<file path="src/rtl/mux_arb_pkg.sv">
// mux_arb_pkg: shared types and defaults for the two-requester
// round-robin mux arbiter.
package mux_arb_pkg;

    typedef enum logic [1:0] {
        IDLE    = 2'd0,
        GRANT_A = 2'd1,
        GRANT_B = 2'd2
    } arb_state_t;

    localparam int DEFAULT_SIZE      = 4;
    localparam int DEFAULT_MAX_BURST = 4;

    function automatic arb_state_t other_side(input arb_state_t s);
        return (s == GRANT_A) ? GRANT_B : GRANT_A;
    endfunction

endpackage

</file>
<file path="src/rtl/mux2_rr_arbiter_mux2to1_nbits.sv">
// mux2to1_nbits: plain SIZE-bit 2:1 multiplexer, sel=1 picks a.
// Shared datapath owned by whichever requester holds the grant.
module mux2to1_nbits #(
    parameter int SIZE = 4
) (
    input  logic [SIZE-1:0] a,
    input  logic [SIZE-1:0] b,
    input  logic            sel,
    output logic [SIZE-1:0] y
);

    assign y = sel ? a : b;

endmodule

</file>
<file path="src/rtl/mux2_rr_arbiter.sv">
// mux2_rr_arbiter: round-robin owner of a shared 2:1 mux with a
// one-entry output register. Burst cap built when MUX_ARB_BURST_LIMIT_EN.
module mux2_rr_arbiter
    import mux_arb_pkg::*;
#(
    parameter int SIZE      = DEFAULT_SIZE,
    parameter int MAX_BURST = DEFAULT_MAX_BURST
) (
    input  logic            clk,
    input  logic            reset,
    input  logic            a_valid,
    input  logic [SIZE-1:0] a_data,
    input  logic            a_last,
    output logic            a_ready,
    input  logic            b_valid,
    input  logic [SIZE-1:0] b_data,
    input  logic            b_last,
    output logic            b_ready,
    output logic            out_valid,
    output logic [SIZE-1:0] out_data,
    input  logic            out_ready,
    output logic            sel,
    output logic            busy
);

    if (MAX_BURST < 1 || MAX_BURST > 255) begin : g_bad_max_burst
        $error("MAX_BURST out of range 1..255");
    end

    arb_state_t      r_state;
    arb_state_t      w_state_nxt;
    logic            r_last_a;
    logic            w_last_a_nxt;
    logic            r_out_valid;
    logic [SIZE-1:0] r_out_data;
    logic [SIZE-1:0] w_mux;
    logic            w_space;
    logic            w_xfer;
    logic            w_last_beat;
    logic            w_other_valid;
    logic            w_limit;
    logic            w_release;

    assign sel       = (r_state == GRANT_A);
    assign busy      = (r_state != IDLE);
    assign w_space   = !r_out_valid || out_ready;
    assign a_ready   = (r_state == GRANT_A) && w_space;
    assign b_ready   = (r_state == GRANT_B) && w_space;
    assign out_valid = r_out_valid;
    assign out_data  = r_out_data;

    assign w_xfer        = (a_valid && a_ready) || (b_valid && b_ready);
    assign w_last_beat   = sel ? a_last : b_last;
    assign w_other_valid = sel ? b_valid : a_valid;

    mux2to1_nbits #(.SIZE(SIZE)) u_mux (
        .a   (a_data),
        .b   (b_data),
        .sel (sel),
        .y   (w_mux)
    );

`ifdef MUX_ARB_BURST_LIMIT_EN
    localparam int CW = $clog2(MAX_BURST + 1);

    logic [CW-1:0] r_cnt;
    logic [CW-1:0] w_cnt_inc;

    assign w_cnt_inc = r_cnt + CW'(1);
    assign w_limit   = w_xfer && (w_cnt_inc == CW'(MAX_BURST));

    // Beat counter: cleared whenever a grant is (re)entered.
    always_ff @(posedge clk) begin
        if (reset) begin
            r_cnt <= '0;
        end else if (r_state == IDLE || w_release) begin
            r_cnt <= '0;
        end else if (w_xfer) begin
            r_cnt <= w_cnt_inc;
        end
    end
`else
    assign w_limit = 1'b0;
`endif

    assign w_release = w_xfer && (w_last_beat || w_limit);

    // Next grant: round-robin in IDLE, handoff or hold on release.
    // A beat flagged last closes that side's burst, so its still-high
    // valid is the beat itself and is not a reason to re-grant it.
    always_comb begin
        w_state_nxt  = r_state;
        w_last_a_nxt = r_last_a;
        unique case (r_state)
            IDLE: begin
                if (a_valid && (!b_valid || !r_last_a)) begin
                    w_state_nxt = GRANT_A;
                end else if (b_valid) begin
                    w_state_nxt = GRANT_B;
                end
            end
            GRANT_A, GRANT_B: begin
                if (w_release) begin
                    if (w_other_valid) begin
                        w_state_nxt = other_side(r_state);
                    end else if (w_last_beat) begin
                        w_state_nxt = IDLE;
                    end
                end
            end
            default: w_state_nxt = IDLE;
        endcase
        if (w_state_nxt == GRANT_A) begin
            w_last_a_nxt = 1'b1;
        end else if (w_state_nxt == GRANT_B) begin
            w_last_a_nxt = 1'b0;
        end
    end

    // Grant state and priority pointer; B counts as last after reset.
    always_ff @(posedge clk) begin
        if (reset) begin
            r_state  <= IDLE;
            r_last_a <= 1'b0;
        end else begin
            r_state  <= w_state_nxt;
            r_last_a <= w_last_a_nxt;
        end
    end

    // One-entry output stage: load on transfer, drain on out_ready.
    always_ff @(posedge clk) begin
        if (reset) begin
            r_out_valid <= 1'b0;
            r_out_data  <= '0;
        end else if (w_xfer) begin
            r_out_valid <= 1'b1;
            r_out_data  <= w_mux;
        end else if (out_ready) begin
            r_out_valid <= 1'b0;
        end
    end

endmodule

</file>
<file path="config.mk">
export PLATFORM = sky130hd
export DESIGN_NAME = mux2_rr_arbiter
export DESIGN_NICKNAME = d
export VERILOG_FILES = /design/src/rtl/mux_arb_pkg.sv /design/src/rtl/mux2_rr_arbiter_mux2to1_nbits.sv /design/src/rtl/mux2_rr_arbiter.sv
export SDC_FILE = /design/constraint.sdc
export NUM_CORES = 1
export LEC_CHECK = 0
export ABC_CLOCK_PERIOD_IN_PS = 2200
export CAP_MARGIN = 5
export CORE_MARGIN = 1.5
export CORE_UTILIZATION = 40
export CTS_CLUSTER_SIZE = 24
export DETAILED_ROUTE_END_ITERATION = 10
export PLACE_DENSITY = 0.76
export SYNTH_ARGS = -nofsm -noshare
export SYNTH_HDL_FRONTEND = slang
export SYNTH_SLANG_ARGS = --single-unit
</file>
<file path="constraint.sdc">
create_clock -name clk -period 2.2 [get_ports clk]
set_input_delay 0.22 -clock clk [delete_from_list [all_inputs] [get_ports clk]]
set_output_delay 0.22 -clock clk [all_outputs]
set_load 0.01 [all_outputs]
</file>
==> results of run 1 <==
-- tightest hold or removal path, stage by stage, from the launching register on --
cell and delay [ns]:
dfxtp_1 0.31, a21oi_1 0.11, a211oi_1 0.05
-- metal layers --
layer / vias to the layer above / global-route usage / wire (um)
met5: - / 0 / 0
met4: 0 / 0.07759 / 0
met2: 29 / 0.3589 / 674
li1: 285 / - / -
met1: 260 / 0.2256 / 539
met3: 0 / 0.05000 / 107
-- synth_stat cells (all sizes together) (2+ instances only) --
library cell,count
a211oi,4
a21oi,6
and2,2
clkbuf,2
dfxtp,8
ha,5
inv,4
mux2i,6
nor2,3
-- worst max path at each step --
stage | to | slack, ns | cells past startpoint
2_1_floorplan | r_last_a$_SDFFE_PP0P_ | 0.15 | 9
3_3_place_gp | r_last_a$_SDFFE_PP0P_ | 0.08 | 7
3_5_place_dp | r_last_a$_SDFFE_PP0P_ | 0.05 | 7
4_1_cts | r_last_a$_SDFFE_PP0P_ | 0.07 | 8
5_1_grt | r_last_a$_SDFFE_PP0P_ | 0.06 | 7
6_report | r_last_a$_SDFFE_PP0P_ | 0.18 | 7
-- registers in the layout, indices dropped and copies added, names as in the netlist --
signal     count
out_data       4
out_valid      1
r_state        2
r_last_a       1
-- power by group --
| part | leakage, nW | switching (W) | total (W) | internal (W) |
|---|---|---|---|---|
| combinational | 0.266 | 0.000144 | 0.000326 | 0.000182 |
| clock | 0.0138 | 0.0000473 | 0.000110 | 0.0000622 |
| sequential | 0.0656 | 0.0000208 | 0.000195 | 0.000174 |
| total | 0.345 | 0.000212 | 0.000630 | 0.000418 |
-- layout make-up --
cell class | count | area share
sequential | 8 | 0.1880
timing repair buffer | 29 | 0.3231
inverter | 4 | 0.01762
tap | 15 | 0.02203
clock buffer | 3 | 0.02643
multi-input combinational | 45 | 0.4229
-- cell usage in the layout (no fill, tap or decap), types with 2 or more instances in the layout --
cell type,synthesis,layout
dfxtp_1,8,8
and2_1,2,2
clkdlybuf4s50_1,0,23
clkbuf_4,0,3
a21oi_1,6,6
mux2i_1,6,6
inv_1,4,4
ha_1,5,4
a211oi_1,4,4
nor2_1,3,3
buf_4,0,6
-- through the flow --
| step | utilization | worst slack (ns) | total power, W | area [um^2] |
|---|---|---|---|---|
| 2_1_floorplan | - | 0.1502 | 0.0003827 | 551.8 |
| 5_1_grt | 0.6548 | 0.05819 | 0.0006752 | 852.1 |
| 6_report | 0.6548 | 0.1768 | 0.0006304 | 852.1 |
| 4_1_cts | 0.6529 | 0.06676 | 0.0006355 | 849.6 |
| 3_3_place_gp | 0.6356 | 0.07999 | 0.0005152 | 827.0 |
| 3_5_place_dp | 0.6356 | 0.04627 | 0.0005233 | 827.0 |
-- logic make-up after synthesis --
group                      synth area share
buffers and inverters               0.06122
AOI/OAI and AO/OA                    0.2903
and+or+nand+nor                      0.1361
adders and majority gates            0.1134
muxes                                0.1088
DFF                                  0.2902
==> run_results.csv, run 1 <==
group,metric,value,unit
clock_tree,clkSinkCount,8,
final_layout,seq_area,160.2,um^2
critical_path,worstSetupPathType,"reg -> reg",
global_routing,grt_pass1_wl,2097,um
sta,fmax,0.4943,GHz
final_layout,fillCellCount,125,
clock_tree,htreeDepth,1,
critical_path,worstSetupStartpointType,"register",
synthesis,yosysTopAreaCellShare,0.2902,
critical_path,crit_slowest_cell,"dfxtp_1",
sta,finalClockSkew,0.002750,ns
clock_tree,cts_root_buf,"clkbuf_4",
floorplanning,num_rows,13,
synthesis,synth_top_area_cell,"dfxtp_1",
sta,setup_violations,0,
synthesis,synth_nets,80,
floorplanning,num_io_pins,24,
clock_tree,cts_buffers,3,
floorplanning,coreArea,1301,um^2
route,ant_nets,0,
floorplanning,start_util,0.4240,
sta,fin_crit,2.023,ns
clock_tree,cts_tree,"yes",
min_path,min_path_type,"reg -> reg",
min_path,hp-start,"out_data[2]$_SDFFE_PP0P_",
sta,relSlewSlack,0.7700,
sta,grt_setup_unrepaired,"false",
run_status,status,"completed",
critical_path,rr_worst_depth,7,
pwr,ir_drop,0.3828,mV
synthesis,synth_edf_count,0,
sta,setup_tns,0,ns
floorplanning,die_height,40.14,um
critical_path,r2r_setup_slack,0.18,ns
final_layout,fin_nets,111,
sta,worst_pin_slew,0.3396,ns
route,wirelength,1320,um
global_routing,grt_usage,0.2012,
route,routed_via_density,5.519,
synthesis,synthCells,60,
pwr,power_density,739.9,nW/um^2
clock_tree,cts_resized,0,
place,io_buffers,23,
sta,finalCritPeriodShare,0.9196,
synthesis,syn_area,551.8,um^2
clock_tree,cts_hold_buf,0,
clock_tree,clk_path_buf_depth,2,
route,num_vias,574,
pwr,p_leak,0.3450,nW
place,place.gp.congestion,0.7809,
final_layout,area_growth,54.42,%
sta,hold_viol,0,
global_routing,grt_max_degree,9,
critical_path,crit_start,"r_state[0]$_SDFF_PP0_",
synthesis,ys_async_sr_fraction,0,
critical_path,cp_max_fo,6,
critical_path,r2r_start,"r_state[0]$_SDFF_PP0_",
synthesis,ys_seq_elements,8,
synthesis,yosysWarningCount,0,
route,wl_per_cell,12.69,um
critical_path,path_cells,"ha_2, a22oi_4, o311a_1, o31ai_1, ha_1, mux2i_1, nor2_1",
route,drt_iter0_markers,7,
min_path,holdPathEnd,"out_data[2]$_SDFFE_PP0P_",
synthesis,yosys-top-cells-area,"dfxtp_1, ha_1, mux2i_1, a21oi_1, a211oi_1",
final_layout,drive_gt1_frac,0.1348,
sta,hold_ws,0.5156,ns
place,dp.cells,101,
min_path,whs_path_depth,2,
critical_path,crit_buf_inv,0,
critical_path,timing.rr.end,"r_last_a$_SDFFE_PP0P_",
synthesis,synth_cell_types,29,
global_routing,overflow,0,
clock_tree,clk_latency,0.25,ns
flow_run,drv_cap,0,
clock_tree,clk_pin_slew,0.05,ns
synthesis,synth_area_per_cell,9.196,um^2
critical_path,path_delay_family,"compound AO/OA/AOI/OAI gates",
critical_path,slowest_delay,0.39,ns
route,dr.pass1.iters,4,
global_routing,grt_pass1_vias,515,
place,place.detailed.hpwl,1112,um
critical_path,worstPathArrival,2.16,ns
critical_path,cp-end-kind,"register",
final_layout,multiInputGateArea,360.3,um^2
floorplanning,dieArea,1611,um^2
route,drc_errors,0,
sta,slew_viol_final,0,
final_layout,stdcell_count,104,
clock_tree,post-cts-setup-buffers,0,
critical_path,cp.required,2.33,ns
synthesis,seq_area_frac_synth,0.2902,
global_routing,antenna_found_initial,0,
final_layout,antennaDiodeCount,0,
floorplanning,die_w,40.14,um
synthesis,synth_ff_type,"dfxtp_1",
Power figures use the tool's default switching activity.
==> inputs of run 2 (changes only) <==
--- a/config.mk
+++ b/config.mk
@@ -5,13 +5,13 @@
 export SDC_FILE = /design/constraint.sdc
 export NUM_CORES = 1
 export LEC_CHECK = 0
-export ABC_CLOCK_PERIOD_IN_PS = 2200
+export ABC_CLOCK_PERIOD_IN_PS = 1850
 export CAP_MARGIN = 5
 export CORE_MARGIN = 1.5
-export CORE_UTILIZATION = 40
+export CORE_UTILIZATION = 36
 export CTS_CLUSTER_SIZE = 24
 export DETAILED_ROUTE_END_ITERATION = 10
-export PLACE_DENSITY = 0.76
+export PLACE_DENSITY = 0.73
 export SYNTH_ARGS = -nofsm -noshare
 export SYNTH_HDL_FRONTEND = slang
 export SYNTH_SLANG_ARGS = --single-unit
==> constraint.sdc (replaced) <==
create_clock -name clk -period 1.85 [get_ports clk]
set_input_delay 0.185 -clock clk [delete_from_list [all_inputs] [get_ports clk]]
set_output_delay 0.185 -clock clk [all_outputs]
set_load 0.01 [all_outputs]
==> run 2 against run 1 <==
The flow now finishes with violations (negative setup slack); core utilization is 4.6 points higher; register-to-register slack worse by 0.21 ns; via count is 4.0% higher; setup slack worse by 0.21 ns; critical path type unchanged; worst hold slack better by 0.00093 ns; clock-buffer cell count stayed put; die area is 10% higher; largest cell class unchanged.
==> run_results.csv, run 2 (synthesis results as in run 1) <==
group,metric,value,unit
flow_run,drv_cap,0,
place,place.gp.congestion,0.8245,
sta,fmax,0.5302,GHz
floorplanning,die_height,42.15,um
floorplanning,start_util,0.4038,
critical_path,worstSetupStartpointType,"register",
clock_tree,clk_path_buf_depth,2,
floorplanning,num_io_pins,24,
final_layout,antennaDiodeCount,0,
route,num_vias,597,
route,wl_per_cell,13.56,um
global_routing,antenna_found_initial,0,
global_routing,overflow,0,
critical_path,cp.required,1.98,ns
place,preCtsSetupSlack,-0.2371,ns
clock_tree,cts_hold_buf,0,
sta,fin_crit,1.886,ns
final_layout,layout_commonest_cell,"clkdlybuf4s50_1",
run_status,failed_checks,"negative setup slack",
min_path,min_path_type,"reg -> reg",
sta,grt_setup_unrepaired,"true",
pwr,power,0.0008254,W
clock_tree,clk_latency,0.25,ns
floorplanning,dieArea,1777,um^2
floorplanning,num_rows,13,
sta,slew_viol_final,0,
pwr,power_density,862.3,nW/um^2
clock_tree,clkSinkCount,8,
sta,finalCritPeriodShare,1.019,
clock_tree,clk_pin_slew,0.05,ns
critical_path,worstPathArrival,2.01,ns
critical_path,r2r_start,"r_state[1]$_SDFF_PP0_",
final_layout,mostFrequentLayoutCells,"clkdlybuf4s50_1, buf_4, a21oi_1, mux2i_1, dfxtp_1",
critical_path,worstSetupPathType,"reg -> reg",
clock_tree,cts_root_buf,"clkbuf_4",
critical_path,cp_max_fo,5,
sta,fin_ws,-0.03607,ns
clock_tree,cts_tree,"yes",
critical_path,cp-end-kind,"register",
global_routing,grt_max_degree,9,
route,drt_iter0_markers,9,
floorplanning,coreArea,1366,um^2
clock_tree,htreeDepth,1,
pwr,ir_drop,0.5970,mV
route,routed_via_density,5.378,
sta,worst_pin_slew,0.3345,ns
pwr,p_leak,0.4004,nW
global_routing,grt_pass1_vias,596,
final_layout,largest_register_ff_count,4,
sta,hold_ws,0.5166,ns
route,drc_errors,0,
place,io_buffers,23,
critical_path,crit_start,"r_state[1]$_SDFF_PP0_",
floorplanning,die_w,42.15,um
route,wirelength,1505,um
final_layout,drive_gt1_frac,0.2813,
route,ant_nets,0,
final_layout,area_growth,73.47,%
sta,hold_viol,0,
final_layout,fin_nets,118,
sta,setup_violations,1,
sta,finalClockSkew,0.002282,ns
clock_tree,cts_buffers,3,
global_routing,grt_pass1_wl,2490,um
global_routing,grt_usage,0.1800,
run_status,status,"complete, but fails checks",
place,place.detailed.hpwl,1152,um
sta,relSlewSlack,0.7735,
route,dr.pass1.iters,4,
min_path,hp-start,"out_data[0]$_SDFFE_PP0P_",
==> run 2: cell count changes in the layout (fill, tap and decap cells not counted), sizes merged <==
cell and change:
buf +7, clkdlybuf4s50 -1, dlymetal6s2s +1
==> run 2: metal layers <==
metal	GRT usage	up-vias	part of all wire
li1	-	302	-
met5	0	-	0
met1	0.2358	279	0.43
met2	0.2844	14	0.53
met3	0.03017	2	0.034
met4	0.08750	0	0.0040
==> run 2: report_power, final <==
| group | internal, W | switching [W] |
|---|---|---|
| clock network | 0.0000737 | 0.0000520 |
| logic | 0.000269 | 0.000192 |
| registers | 0.000210 | 0.0000282 |
==> run 2: area by class of cell <==
cell class	count	area, um^2
clock buffers	3	22.52
fillers	115	409.1
repair buffers	36	330.3
multi-input cells	45	405.4
inverters	4	15.01
well taps	15	18.77
flip-flops and latches	8	165.2
==> run 2: through the flow <==
step	cells	util	setup TNS, ns	instance area [um^2]
CTS	110	0.6804	-0.01989	929.6
global route	111	0.7005	-0.1463	957.2
global placement	106	0.6438	-0.2091	879.6
detailed placement	106	0.6438	-0.2371	879.6
finish	111	0.7005	-0.03607	957.2
floorplan	60	-	-0.03707	566.8
==> run 2: worst paths after layout <==
check                        endpoint  slack (ns)  depth (start not counted)
max             r_last_a$_SDFFE_PP0P_       -0.04                          8
min          out_data[0]$_SDFFE_PP0P_        0.52                          2
max reg2reg     r_last_a$_SDFFE_PP0P_       -0.04                          8
min reg2reg  out_data[0]$_SDFFE_PP0P_        0.52                          2
==> run 2: critical path: stages, from the launching register on <==
cell     delay [ns]
dfxtp_4        0.37
inv_2          0.06
ha_4           0.18
mux2i_1        0.16
o311a_1        0.34
o31ai_2        0.20
ha_1           0.27
mux2i_1        0.14
nor2_1         0.05
==> run 2: what timing repair did <==
item	in CTS	in global routing
resized for setup	4	4
setup buffers	1	1
pin swaps	0	1
setup endpoints to repair	1	2
==> inputs of run 3 (changes only) <==
--- a/config.mk
+++ b/config.mk
@@ -12,6 +12,7 @@
 export CTS_CLUSTER_SIZE = 24
 export DETAILED_ROUTE_END_ITERATION = 10
 export PLACE_DENSITY = 0.73
+export SKIP_LAST_GASP = 1
 export SYNTH_ARGS = -nofsm -noshare
 export SYNTH_HDL_FRONTEND = slang
 export SYNTH_SLANG_ARGS = --single-unit
==> results of run 3 <==
Final layout, timing and power as in run 2 (identical DEF).
==> RTL edit: new RTL, settings of run 3 <==
Set the package constant `DEFAULT_SIZE` to 8 (it was 4).
--- a/src/rtl/mux_arb_pkg.sv
+++ b/src/rtl/mux_arb_pkg.sv
@@ -9,5 +9,5 @@
     } arb_state_t;
 
-    localparam int DEFAULT_SIZE      = 4;
+    localparam int DEFAULT_SIZE      = 8;
     localparam int DEFAULT_MAX_BURST = 4;
 
Interface: changed (resized a_data, b_data and out_data); port bits go from 24 to 36. No check against the original RTL was run, so the function may have changed too.
==> RTL edit against run 3 <==
  * The flow still finishes with violations (negative setup slack)
  * Fmax down 6.3%
  * Sequential cell count up 4
  * Wire length up 19%
  * Sequential power up 44%
  * Worst setup slack worse by 0.13 ns
  * Power up 24%
  * Final area up 25%
  * Area after synthesis up 26%
  * Critical path type unchanged
==> RTL edit: results (changes against run 3) <==
| Metric | Value |
|---|---|
| RD Place Congestion | `0.7380 (-10%)` |
| Internal | `0.0006798 W (+23%)` |
| Placed Instances | `140 (+32%)` |
| Clk Latency, worst-skew pair | `0.27 ns (+0.02 ns)` |
| Vias | `708 (+19%)` |
| Setup Viol. Count Final | `1 (unchanged)` |
| Post-detail-place hpwl | `1370 um (+19%)` |
| Met2 Resource Use GR | `0.2822 (-0.002183)` |
| DR WL met3 | `61 um (+20%)` |
| WL per Instance | `12.32 um (-9.2%)` |
| Global-route wire length before repair | `2760 um (+11%)` |
| GRT Resource Usage Total | `0.1752 (-0.004788)` |
| Distinct cell type count of the synthesized netlist | `27 (-6.9%)` |
| Register area share after synthesis | `0.3459 (+0.05570)` |
| CP max stage cell | `dfxtp_2` |
| Number of global-route vias before repair | `663 (+11%)` |
| Least-Margin Pin Slew | `0.4423 ns (+0.1078 ns)` |
| Ranking of synthesized cells by area | `dfxtp_1, mux2i_1, ha_1` |
| Share of layout cells above drive strength 1 | `0.1833 (-0.09792)` |
| Net count reported at finish | `150 (+27%)` |
| Failing checks | `negative setup slack` |
| PortBufs | `35 (+52%)` |
| CP arrival | `2.16 ns (+0.15 ns)` |
| Post-synth top cells | `dfxtp_1, mux2i_1, nor2_1, a211oi_1, ha_1` |
| Status | `finished, violations left` |
| Syn_nets | `102 (+28%)` |
| WL met2 | `900 um (+12%)` |
| Cell family with most CP delay | `adder cells` |
| Met3 usage | `0.03846 (+0.008289)` |
| Pleak | `0.4776 nW (+19%)` |
| CP Max Fanout | `4 (-1)` |
| Largest net degree at the start of global routing | `17 (+8)` |
| Placed Instance Area | `1142 um^2 (+30%)` |
| Final WS setup | `-0.1618 ns (-0.1257 ns)` |
| Met1 usage | `0.2290 (-0.006779)` |
| Mapped Cells | `74 (+23%)` |
| Clock-pin slew on the worst setup and hold paths | `0.08 ns (+0.03 ns)` |
| Vias per inst | `4.883 (-9.2%)` |
| Max rail drop VDD | `0.0005276 V (-12%)` |
| Setup Buffers After CTS | `2 (+1)` |
| Fillers | `175 (+52%)` |
==> RTL edit: cell count changes after synthesis, sizes merged, moves of 2 or more <==
cell	run 3	this run
nor2	3	11
a21oi	6	1
a211oi	4	8
dfxtp	8	12
mux2i	6	10
nor3	1	3
o221a	0	2
or2	0	2
==> RTL edit: power groups by stage <==
stage,sequential (W),combinational [W],clock [W]
4_1_cts,0.000343,0.000519,0.000166
3_5_place_dp,0.000346,0.000503,0
2_1_floorplan,0.000358,0.000258,0
5_1_grt,0.000349,0.000564,0.000174
3_3_place_gp,0.000345,0.000492,0
6_report,0.000343,0.000515,0.000166
==> RTL edit: cell type report <==
class,instances,area [um^2],area share
multi-input cells,56,441.7,0.3704
inverters,3,13.76,0.01154
flip-flops and latches,12,245.2,0.2057
well taps,25,31.28,0.02623
repair buffers,46,437.9,0.3673
clock buffers,3,22.52,0.01889
==> RTL edit: per-stage QoR <==
step / setup WS, ns / util
after CTS: -0.1628 / 0.6731
after global routing: -0.2487 / 0.6759
after floorplan: -0.09233 / -
after detailed placement: -0.2869 / 0.6475
final: -0.1618 / 0.6759
after global placement: -0.2139 / 0.6475
==> RTL edit: logic make-up (layout without fill, tap and decap cells) <==
family | after synthesis | in the layout | share of synthesized area
compound gates | 16 | 16 | 0.1874
fa+ha+maj | 5 | 5 | 0.09009
buf+inv | 6 | 52 | 0.03963
flops | 12 | 12 | 0.3459
mux | 10 | 10 | 0.1441
simple gates | 25 | 25 | 0.1928
==> RTL edit: path summary, 6_finish.rpt <==
kind | from | to | slack [ns] | depth (start not counted)
max | r_state[0] | r_last_a | -0.16 | 8
max reg2reg | r_state[0] | r_last_a | -0.16 | 8
min reg2reg | out_data[6] | out_data[6] | 0.50 | 2
min | out_data[6] | out_data[6] | 0.50 | 2
